`config.mk`:
```
export PLATFORM = sky130hd
export DESIGN_NAME = sprite_fetch_pipeline_flat
export DESIGN_NICKNAME = d
export VERILOG_FILES = /design/src/rtl/sprite_fetch_pipeline_if.sv /design/src/rtl/sprite_fetch_pipeline.sv /design/src/flat_wrapper.sv
export SDC_FILE = /design/constraint.sdc
export NUM_CORES = 1
export LEC_CHECK = 0
export ABC_CLOCK_PERIOD_IN_PS = 24500
export BUFFER_PORTS_ARGS = -buffer_cell sky130_fd_sc_hd__buf_2
export CORE_MARGIN = 1.5
export CORE_UTILIZATION = 55
export CTS_CLUSTER_DIAMETER = 50
export DETAILED_ROUTE_END_ITERATION = 8
export GPL_ROUTABILITY_DRIVEN = 0
export PLACE_DENSITY_LB_ADDON = 0.05
export SYNTH_ARGS = -nofsm -noshare
export SYNTH_HDL_FRONTEND = slang
export SYNTH_SLANG_ARGS = --single-unit
```
`constraint.sdc`:
```
create_clock -name Clk -period 24.5 [get_ports Clk]
set_clock_uncertainty 0.2 [all_clocks]
set_input_delay 4.9 -clock Clk [delete_from_list [all_inputs] [get_ports Clk]]
set_output_delay 4.9 -clock Clk [all_outputs]
set_load 0.005 [all_outputs]
```
`src/rtl/sprite_fetch_pipeline_if.sv`:
```
// Read bus shared by the sprite-sheet and background memories.
// Both ports are strobed together by rd_en.
interface sprite_fetch_pipeline_if #(
    parameter int ADDR_W = 20,
    parameter int DATA_W = 16
);
    logic [ADDR_W-1:0] spr_addr;
    logic [ADDR_W-1:0] bg_addr;
    logic              rd_en;
    logic [DATA_W-1:0] spr_data;
    logic [DATA_W-1:0] bg_data;

    modport master (
        output spr_addr,
        output bg_addr,
        output rd_en,
        input  spr_data,
        input  bg_data
    );

    modport slave (
        input  spr_addr,
        input  bg_addr,
        input  rd_en,
        output spr_data,
        output bg_data
    );
endinterface

```
`src/rtl/sprite_fetch_pipeline.sv`:
```
// Sprite/background address generator and compositor: one pixel per cycle,
// side-band realigned with read data that returns MEM_LAT cycles after the address.
module sprite_fetch_pipeline #(
    parameter int              NUM_SPR   = 8,
    parameter int              IDX_W     = (NUM_SPR > 1) ? $clog2(NUM_SPR) : 1,
    parameter int              COORD_W   = 10,
    parameter int              ADDR_W    = 20,
    parameter int              DATA_W    = 16,
    parameter int              SHEET_W   = 640,
    parameter int              MEM_LAT   = 2,
    parameter logic [DATA_W-1:0] KEY_COLOR = 16'hF81F
) (
    input  logic                        Clk,
    input  logic                        Reset_n,
    input  logic                        pix_valid,
    input  logic [COORD_W-1:0]          DrawX,
    input  logic [COORD_W-1:0]          DrawY,
    input  logic [NUM_SPR-1:0]          spr_hit,
    input  logic [NUM_SPR*COORD_W-1:0]  spr_off_x,
    input  logic [NUM_SPR*COORD_W-1:0]  spr_off_y,
    input  logic                        desc_we,
    input  logic [IDX_W-1:0]            desc_idx,
    input  logic [ADDR_W-1:0]           desc_base_x,
    input  logic [ADDR_W-1:0]           desc_base_y,
    input  logic                        desc_en,
    input  logic                        desc_key_en,
    sprite_fetch_pipeline_if.master     mem,
    output logic [DATA_W-1:0]           pix_out,
    output logic                        pix_out_valid,
    output logic [IDX_W-1:0]            hit_idx_out,
    output logic                        hit_any_out
);

    localparam logic [ADDR_W-1:0] SHEET_A = ADDR_W'(SHEET_W);

    logic [1:0] rst_sync;
    logic       rst_n;

    logic [ADDR_W-1:0] d_bx  [NUM_SPR];
    logic [ADDR_W-1:0] d_by  [NUM_SPR];
    logic              d_en  [NUM_SPR];
    logic              d_key [NUM_SPR];

    logic              win;
    logic [IDX_W-1:0]  win_idx;
    logic              win_key;
    logic [ADDR_W-1:0] sel_bx, sel_by, sel_ox, sel_oy;
    logic [ADDR_W-1:0] spr_addr_nxt, bg_addr_nxt;

    logic              s1_hit;
    logic [IDX_W-1:0]  s1_idx;
    logic              s1_key;

    logic              sb_vld [MEM_LAT];
    logic              sb_hit [MEM_LAT];
    logic [IDX_W-1:0]  sb_idx [MEM_LAT];
    logic              sb_key [MEM_LAT];

    logic              use_spr;

    // Assert asynchronously, release two edges after Reset_n rises.
    always_ff @(posedge Clk or negedge Reset_n) begin
        if (!Reset_n) rst_sync <= 2'b00;
        else          rst_sync <= {rst_sync[0], 1'b1};
    end
    assign rst_n = rst_sync[1];

    always_ff @(posedge Clk or negedge rst_n) begin
        if (!rst_n) begin
            for (int i = 0; i < NUM_SPR; i++) begin
                d_bx[i]  <= '0;
                d_by[i]  <= '0;
                d_en[i]  <= 1'b0;
                d_key[i] <= 1'b0;
            end
        end else begin
            for (int i = 0; i < NUM_SPR; i++) begin
                if (desc_we && desc_idx == IDX_W'(i)) begin
                    d_bx[i]  <= desc_base_x;
                    d_by[i]  <= desc_base_y;
                    d_en[i]  <= desc_en;
                    d_key[i] <= desc_key_en;
                end
            end
        end
    end

    // Ascending scan so the highest enabled hit ends up on top.
    always_comb begin
        win     = 1'b0;
        win_idx = '0;
        win_key = 1'b0;
        sel_bx  = '0;
        sel_by  = '0;
        sel_ox  = '0;
        sel_oy  = '0;
        for (int i = 0; i < NUM_SPR; i++) begin
            if (spr_hit[i] && d_en[i]) begin
                win     = 1'b1;
                win_idx = IDX_W'(i);
                win_key = d_key[i];
                sel_bx  = d_bx[i];
                sel_by  = d_by[i];
                sel_ox  = ADDR_W'(spr_off_x[i*COORD_W +: COORD_W]);
                sel_oy  = ADDR_W'(spr_off_y[i*COORD_W +: COORD_W]);
            end
        end
    end

    assign spr_addr_nxt = win ? ((sel_by + sel_oy) * SHEET_A + sel_bx + sel_ox) : '0;
    assign bg_addr_nxt  = ADDR_W'(DrawY) * SHEET_A + ADDR_W'(DrawX);

    always_ff @(posedge Clk or negedge rst_n) begin
        if (!rst_n) begin
            mem.spr_addr <= '0;
            mem.bg_addr  <= '0;
            mem.rd_en    <= 1'b0;
            s1_hit       <= 1'b0;
            s1_idx       <= '0;
            s1_key       <= 1'b0;
        end else begin
            mem.rd_en <= pix_valid;
            if (pix_valid) begin
                mem.spr_addr <= spr_addr_nxt;
                mem.bg_addr  <= bg_addr_nxt;
                s1_hit       <= win;
                s1_idx       <= win_idx;
                s1_key       <= win_key;
            end
        end
    end

    always_ff @(posedge Clk or negedge rst_n) begin
        if (!rst_n) begin
            for (int i = 0; i < MEM_LAT; i++) begin
                sb_vld[i] <= 1'b0;
                sb_hit[i] <= 1'b0;
                sb_idx[i] <= '0;
                sb_key[i] <= 1'b0;
            end
        end else begin
            sb_vld[0] <= mem.rd_en;
            sb_hit[0] <= s1_hit;
            sb_idx[0] <= s1_idx;
            sb_key[0] <= s1_key;
            for (int i = 1; i < MEM_LAT; i++) begin
                sb_vld[i] <= sb_vld[i-1];
                sb_hit[i] <= sb_hit[i-1];
                sb_idx[i] <= sb_idx[i-1];
                sb_key[i] <= sb_key[i-1];
            end
        end
    end

    assign use_spr = sb_hit[MEM_LAT-1] &&
                     !(sb_key[MEM_LAT-1] && mem.spr_data == KEY_COLOR);

    always_ff @(posedge Clk or negedge rst_n) begin
        if (!rst_n) begin
            pix_out       <= '0;
            pix_out_valid <= 1'b0;
            hit_idx_out   <= '0;
            hit_any_out   <= 1'b0;
        end else begin
            pix_out_valid <= sb_vld[MEM_LAT-1];
            if (sb_vld[MEM_LAT-1]) begin
                pix_out     <= use_spr ? mem.spr_data : mem.bg_data;
                hit_idx_out <= use_spr ? sb_idx[MEM_LAT-1] : '0;
                hit_any_out <= use_spr;
            end
        end
    end

endmodule

```
`src/flat_wrapper.sv`:
```
// flat-port wrapper written by rule: the top's interface ports become plain ports
module sprite_fetch_pipeline_flat 
#(
    parameter int              NUM_SPR   = 8,
    parameter int              IDX_W     = (NUM_SPR > 1) ? $clog2(NUM_SPR) : 1,
    parameter int              COORD_W   = 10,
    parameter int              ADDR_W    = 20,
    parameter int              DATA_W    = 16,
    parameter int              SHEET_W   = 640,
    parameter int              MEM_LAT   = 2,
    parameter logic [DATA_W-1:0] KEY_COLOR = 16'hF81F
)
  (Clk, Reset_n, pix_valid, DrawX, DrawY, spr_hit, spr_off_x, spr_off_y, desc_we, desc_idx, desc_base_x, desc_base_y, desc_en, desc_key_en, pix_out, pix_out_valid, hit_idx_out, hit_any_out, mem_spr_addr, mem_bg_addr, mem_rd_en, mem_spr_data, mem_bg_data);
  sprite_fetch_pipeline_if #(.ADDR_W(ADDR_W), .DATA_W(DATA_W)) mem_i ();
  input  logic Clk;
  input  logic Reset_n;
  input  logic pix_valid;
  input  logic [COORD_W-1:0] DrawX;
  input  logic [COORD_W-1:0] DrawY;
  input  logic [NUM_SPR-1:0] spr_hit;
  input  logic [NUM_SPR*COORD_W-1:0] spr_off_x;
  input  logic [NUM_SPR*COORD_W-1:0] spr_off_y;
  input  logic desc_we;
  input  logic [IDX_W-1:0] desc_idx;
  input  logic [ADDR_W-1:0] desc_base_x;
  input  logic [ADDR_W-1:0] desc_base_y;
  input  logic desc_en;
  input  logic desc_key_en;
  output logic [DATA_W-1:0] pix_out;
  output logic pix_out_valid;
  output logic [IDX_W-1:0] hit_idx_out;
  output logic hit_any_out;
  output wire logic [$bits(mem_i.spr_addr)-1:0] mem_spr_addr;
  output wire logic [$bits(mem_i.bg_addr)-1:0] mem_bg_addr;
  output wire logic [$bits(mem_i.rd_en)-1:0] mem_rd_en;
  input wire logic [$bits(mem_i.spr_data)-1:0] mem_spr_data;
  input wire logic [$bits(mem_i.bg_data)-1:0] mem_bg_data;
  assign mem_spr_addr = mem_i.spr_addr;
  assign mem_bg_addr = mem_i.bg_addr;
  assign mem_rd_en = mem_i.rd_en;
  assign mem_i.spr_data = mem_spr_data;
  assign mem_i.bg_data = mem_bg_data;
  sprite_fetch_pipeline #(.NUM_SPR(NUM_SPR), .IDX_W(IDX_W), .COORD_W(COORD_W), .ADDR_W(ADDR_W), .DATA_W(DATA_W), .SHEET_W(SHEET_W), .MEM_LAT(MEM_LAT), .KEY_COLOR(KEY_COLOR)) u_core (.Clk(Clk), .Reset_n(Reset_n), .pix_valid(pix_valid), .DrawX(DrawX), .DrawY(DrawY), .spr_hit(spr_hit), .spr_off_x(spr_off_x), .spr_off_y(spr_off_y), .desc_we(desc_we), .desc_idx(desc_idx), .desc_base_x(desc_base_x), .desc_base_y(desc_base_y), .desc_en(desc_en), .desc_key_en(desc_key_en), .mem(mem_i), .pix_out(pix_out), .pix_out_valid(pix_out_valid), .hit_idx_out(hit_idx_out), .hit_any_out(hit_any_out));
endmodule
```
Word-level counts from Yosys, hierarchy flattened
Cells that the tools add are included.
{ "classes": {"addsub": 4, "mul": 2, "eq_ne": 8, "n_mux": 58, "n_reduce_logical": 20} }
{ "op_table": {"columns": ["operator", "count"], "rows": [
  ["20-bit two-way mux", 17],
  ["10-bit two-way mux", 16],
  ["20-bit by 10-bit adder with 20-bit output", 3],
  ["20-bit adder", 1],
  ["20-bit by 3-bit multiplier with 13-bit output (second input constant)", 1],
  ["1-bit logical AND", 18],
  ["1-bit two-way mux", 17],
  ["16-bit == test (second input constant)", 1],
  ["16-bit two-way mux", 1],
  ["3-bit two-way mux", 5],
  ["10-bit by 3-bit multiplier with 13-bit output (second input constant)", 1],
  ["3-bit == test (second input constant)", 4],
  ["3-bit by 2-bit == test with 1-bit output (second input constant)", 2],
  ["2-bit two-way mux", 2],
  ["3-bit by 1-bit == test with 1-bit output (second input constant)", 1],
  ["3-bit logical NOT", 1],
  ["1-bit logical NOT", 1]
]} }
{ "word_totals": {"reg_bits": 417, "input_bits": 269, "output_inout_bits": 62, "word_cells": 143} }

Depth between registers and ports, before layout
{ "logic_depth": {"depth_word": 14, "depth_mapped": 33, "depth_no_buf": 31} }

Least setup slack after synthesis
OpenSTA, ideal clock, no wires.
{ "synth_timing": {"path_type": "input to register", "startpoint": "input spr_hit[2]", "endpoint": "register u_core.mem.spr_addr[19]", "setup_ns": 0.068, "t_arrival_ns": 10.587, "t_required_ns": 24.232, "slack_ns": 13.645, "cell_stages": 31, "n_path_buf": 3, "path_cell_list": "and2_1 clkbuf_1 buf_2 buf_1 a211oi_1 o311ai_0 o211ai_1 a31oi_1 ha_1 inv_1 fa_1 inv_1 a21o_1 a21oi_1 xnor2_1 ha_1 fa_1 a21o_1 a21oi_1 o21bai_1 a21oi_1 xnor2_1 ha_1 ha_1 and3_1 o2111ai_1 nand3_1 o41ai_2 nand2_1 a211o_1 nand3_1"} }
{ "synth_between": {"elab_chain_cells": 12, "word_cells_on_any_way": 36, "classes_between": "add/sub: 3; mul: 1; mux: 31; reduce/logical: 1"} }
{ "synth_rtl": {"columns": ["element", "line_no", "source"], "rows": [
  ["start, declared", "flat_wrapper.sv:20", "input logic [NUM_SPR-1:0] spr_hit;"],
  ["1-bit logical AND *", "sprite_fetch_pipeline.sv:98", "if (spr_hit[i] && d_en[i]) begin"],
  ["20-bit two-way mux / 10-bit two-way mux (equally long branches) (6 in a row)", "sprite_fetch_pipeline.sv:98", null],
  ["20-bit by 10-bit adder with 20-bit output", "sprite_fetch_pipeline.sv:110", "assign spr_addr_nxt = win ? ((sel_by + sel_oy) * SHEET_A + sel_bx + sel_ox) : '0;"],
  ["20-bit by 3-bit multiplier with 13-bit output", "sprite_fetch_pipeline.sv:110", null],
  ["20-bit adder", "sprite_fetch_pipeline.sv:110", null],
  ["20-bit by 10-bit adder with 20-bit output", "sprite_fetch_pipeline.sv:110", null],
  ["20-bit two-way mux *", "sprite_fetch_pipeline.sv:110", null],
  ["end signal, assigned", "sprite_fetch_pipeline.sv:124", "mem.spr_addr <= spr_addr_nxt;"],
  ["end, declared", "sprite_fetch_pipeline_if.sv:14", "output spr_addr,"]
]} }
Mark *: on every way between the ends. The rest lies on a longest branch, timed or not.
A chain may end at the register's enable or synchronous reset.

Worst setup path in the final report
{ "layout_timing": {"startpoint": "input spr_hit[1]", "endpoint": "register u_core.mem.spr_addr[19]"} }
{ "layout_between": {"elab_chain_cells": 13, "word_cells_on_any_way": 41, "classes_between": "add/sub: 3; mul: 1; mux: 36; reduce/logical: 1"} }
{ "layout_rtl": {"columns": ["element", "line_no"], "rows": [
  ["1-bit logical AND *", "sprite_fetch_pipeline.sv:98"],
  ["20-bit two-way mux / 10-bit two-way mux (equally long branches) (7 in a row)", "sprite_fetch_pipeline.sv:98"],
  ["20-bit by 10-bit adder with 20-bit output", "sprite_fetch_pipeline.sv:110"],
  ["20-bit by 3-bit multiplier with 13-bit output", "sprite_fetch_pipeline.sv:110"],
  ["20-bit adder", "sprite_fetch_pipeline.sv:110"],
  ["20-bit by 10-bit adder with 20-bit output", "sprite_fetch_pipeline.sv:110"],
  ["20-bit two-way mux *", "sprite_fetch_pipeline.sv:110"]
]} }
Marks and branches as above.

==> flow_summary_export.csv <==
group,metric,value,unit
pwr,cellLeakagePower,10.2,nW
clock_network,tritoncts_num_sinks,361,
critical_path,largest_fanout_of_any_net_on_the_critical_path,52,
sta,setup_violations,0,
placed_design,placedCellCount,2492,
clock_network,ctsLongestPathBuffers,3,
clock_network,cts-hold-fix-buffers,0,
synth,synth_compound_area_share,14.9,%
synth,yosys.area_share.simple,9.34,%
floorplanning,ios,331,
job,maxCapViolations,0,
grt,grt_first_pass_wirelength,83.4,mm
synth,ys_top_cells_by_area,"dfrtp_1 (47%), mux2_2 (17%), ha_1 (5.2%), nand2_1 (4.2%), nor2_1 (2.6%)",
synth,synthArstFlopShare,100,%
clock_network,post_cts_setup_buffer_count,0,
synth,yosys-mux-area-fraction,18.0,%
clock_network,tritoncts,"yes",
critical_path,kind_of_cell_adding_the_most_delay_to_the_critical_path,"compound AO/OA/AOI/OAI gates",
critical_path,setup.worst_path.start_class,"primary input",
synth,synth_largest_area_cell,"dfrtp_1",
sta,highest_achievable_clock_rate,0.0863,GHz
clock_network,tritoncts.num_buffers,41,
synth,synth_fp_nets,2164,
grt,number_of_global_route_vias_before_repair,15100,
sta,final_hold_viol_count,0,
grt,globalRoute.totalOverflow,0,
worst_hold_path,min-delay-path-class,"reg -> reg",
sta,maxSlewViolCount,0,
pwr,pwr_density_cell,153,nW/µm²
clock_network,h-tree-depth,2,
critical_path,worst-setup-path-type,"in -> reg",
final_layout,instances_no_fill,2566,
final_layout,drive_gt1_share,34.7,%
detailed_routing,drtIter0Drc,1002,
pwr,irDropWorstVdd,0.214,mV
synth,post_synth_edffs,0,
synth,synth.cells.most_frequent,"dfrtp_1 (361), mux2_2 (296), nand2_1 (216), nor2_1 (137), clkbuf_1 (102)",
floorplanning,starting_density,56.1,%
synth,synth.cell_area,19400,µm²
synth,share_of_synthesized_cell_area_in_full_adder_half_adder_and_majority_cells,5.98,%
detailed_routing,vias_per_cell,6.00,
synth,yosys_register_bits,361,
synth,cell_count_after_synthesis,1807,
critical_path,cp_slowest_cell,"and2_4",
floorplanning,die_wd,191,µm
clock_network,clock-root-buffer,"clkbuf_16",
critical_path,cpMostUsedCell,"ha_1",
detailed_routing,vias,15400,
floorplanning,chipHeight,191,µm
sta,timing_worst_slew_pin_value,1.16,ns
synth,synth_area_in_xor_xnor,2.35,%
sta,rsz0062_at_grt,"no",
floorplanning,die_area,36400,µm²
detailed_routing,wirelength_per_cell,21.0,µm
grt,number_of_antenna_violations_at_the_first_check_in_global_routing,4,
sta,final_critical_path_share_of_the_clock_period,47.3,%
detailed_routing,ant_nets,0,
floorplanning,core_region_area,34600,µm²
synth,yosysTopAreaCellShare,46.5,%
floorplanning,floorplan.rows,68,
final_layout,syn_to_final_growth,17.3,%
synth,synthFlopType,"dfrtp_1",
critical_path,critPathMaxStageDelay,0.68,ns
detailed_routing,totalWireLength,53.9,mm
placed_design,buffer_ports.inserted,323,
clock_network,clkLatencyLatePin,0.53,ns
critical_path,req_time_crit_path,24.75,ns
final_layout,fin_nets,2437,
grt,grt_max_degree,179,
placed_design,hpwlAfterDp,35.1,mm
sta,totalNegativeSetupSlack,0,ns
grt,globalRouteTotalUtil,29.6,%
synth,dominant_combinational_cell_family_by_area_after_synthesis,"multiplexers",
detailed_routing,drc_errors,0,
critical_path,timing.critical_path.to_type,"flip-flop",
synth,synth_most_common_cell,"dfrtp_1",
sta,fin_crit,11.58,ns
clock_network,clk_pin_slew_worst_paths,0.06,ns
clock_network,cts.repair.resized,0,
synth,yosys_warnings,0,
critical_path,critical_path_arrival,11.84,ns
critical_path,cp.buffers_inverters,4,
synth,netlist-cell-type-count,65,
detailed_routing,drt_first_pass_iters,5,
synth,postSynthAreaPerCell,10.7,µm²
synth,ys_seq_area_share,46.5,%
sta,relative_slew_slack,22.8,%
run_status,run_status,"finished, final reports clean",
## report_power, final
group          total [mW]  switching (mW)  internal, mW  leakage (nW)
Sequential          0.814          0.0713         0.743          4.31
Combinational        2.07            1.14         0.936          5.26
Clock               0.610           0.242         0.368         0.666
Total                3.50            1.45          2.05          10.2
## sequential cells by signal (all words and copies together), names as in the netlist
register,count
u_core.mem.spr_addr,20
u_core.d_key,8
u_core.sb_vld,2
u_core.mem.rd_en,1
u_core.s1_key,1
u_core.sb_key,2
u_core.mem.bg_addr,20
u_core.d_en,8
u_core.sb_hit,2
u_core.sb_idx,6
u_core.hit_any_out,1
u_core.d_by,104
u_core.rst_sync,2
u_core.s1_hit,1
u_core.pix_out,16
u_core.s1_idx,3
u_core.d_bx,160
u_core.pix_out_valid,1
u_core.hit_idx_out,3
## final cells by class
type	instances	area (µm²)
diodes	1	2.50
clock buffers	60	1220
clock inverters	13	145
fillers	2790	11800
inverters	28	105
multi-input cells	1300	9890
flip-flops and latches	361	9040
well taps	455	569
repair buffers	348	1820
## path summary, 6_finish.rpt
kind                                                  endpoint                          from  depth (start not counted)  slack [ns]
max in group asynchronous         u_core.rst_sync[1]$_DFF_PN0_                       Reset_n                          1       20.04
max reg2reg                u_core.mem.spr_addr[19]$_DFFE_PN0P_    u_core.d_en[6]$_DFFE_PN0P_                         29       16.96
min                                 u_core.sb_key[0]$_DFF_PN0_    u_core.sb_key[1]$_DFF_PN0_                          0        0.15
max                        u_core.mem.spr_addr[19]$_DFFE_PN0P_                    spr_hit[1]                         30       12.92
min reg2reg                         u_core.sb_key[0]$_DFF_PN0_    u_core.sb_key[1]$_DFF_PN0_                          0        0.15
min in group asynchronous          u_core.d_bx[60]$_DFFE_PN0P_  u_core.rst_sync[1]$_DFF_PN0_                          0        0.16
## metal layers
metal / GRT usage (%) / wire length, µm
met1: 42.0 / 24300
met2: 46.8 / 24600
met3: 5.45 / 3840
met4: 7.57 / 1090
met5: 0 / 26
## through the flow
step                      setup WS (ns)  power, mW  util, %  cell area (µm²)  hold WS, ns
after floorplan                   13.49       2.41        -            19400        0.131
after global placement            12.59       2.80     61.8            21400        0.132
after detailed placement          12.49       2.86     61.8            21400        0.138
after CTS                         13.00       3.50     65.8            22800        0.152
after global routing              12.37       3.79     65.8            22800        0.160
final                             12.92       3.50     65.8            22800        0.148
## layout by cell type (no fill, tap or decap), types with 4 or more instances in the layout
| cell | n |
|---|---|
| a211oi_1 | 41 |
| a21o_1 | 16 |
| a21oi_1 | 93 |
| a221oi_1 | 15 |
| a31oi_1 | 53 |
| and3_1 | 7 |
| buf_2 | 323 |
| buf_4 | 24 |
| clkbuf_1 | 9 |
| clkbuf_16 | 43 |
| clkbuf_8 | 8 |
| dfrtp_1 | 360 |
| fa_1 | 8 |
| ha_1 | 80 |
| inv_1 | 28 |
| mux2_2 | 296 |
| mux2i_1 | 15 |
| nand2_1 | 212 |
| nand2b_1 | 6 |
| nand3_1 | 18 |
| nand4_1 | 6 |
| nor2_1 | 137 |
| nor2b_1 | 7 |
| nor3_1 | 10 |
| o211ai_1 | 50 |
| o21a_1 | 5 |
| o21ai_0 | 26 |
| o21bai_1 | 4 |
| o22ai_1 | 15 |
| o2bb2ai_1 | 19 |
| o311ai_0 | 50 |
| xnor2_1 | 28 |
| xor2_1 | 24 |
## cells by family (layout without fill, tap and decap cells)
| family | count (synthesis) | after routing |
|---|---|---|
| compound gates | 415 | 415 |
| other cells | 1 | 2 |
| xor+xnor | 52 | 52 |
| simple gates | 432 | 432 |
| buf+inv | 146 | 449 |
| flops | 361 | 361 |
| fa+ha+maj | 88 | 88 |
| mux | 312 | 312 |
(Power assumes the default switching activity.)
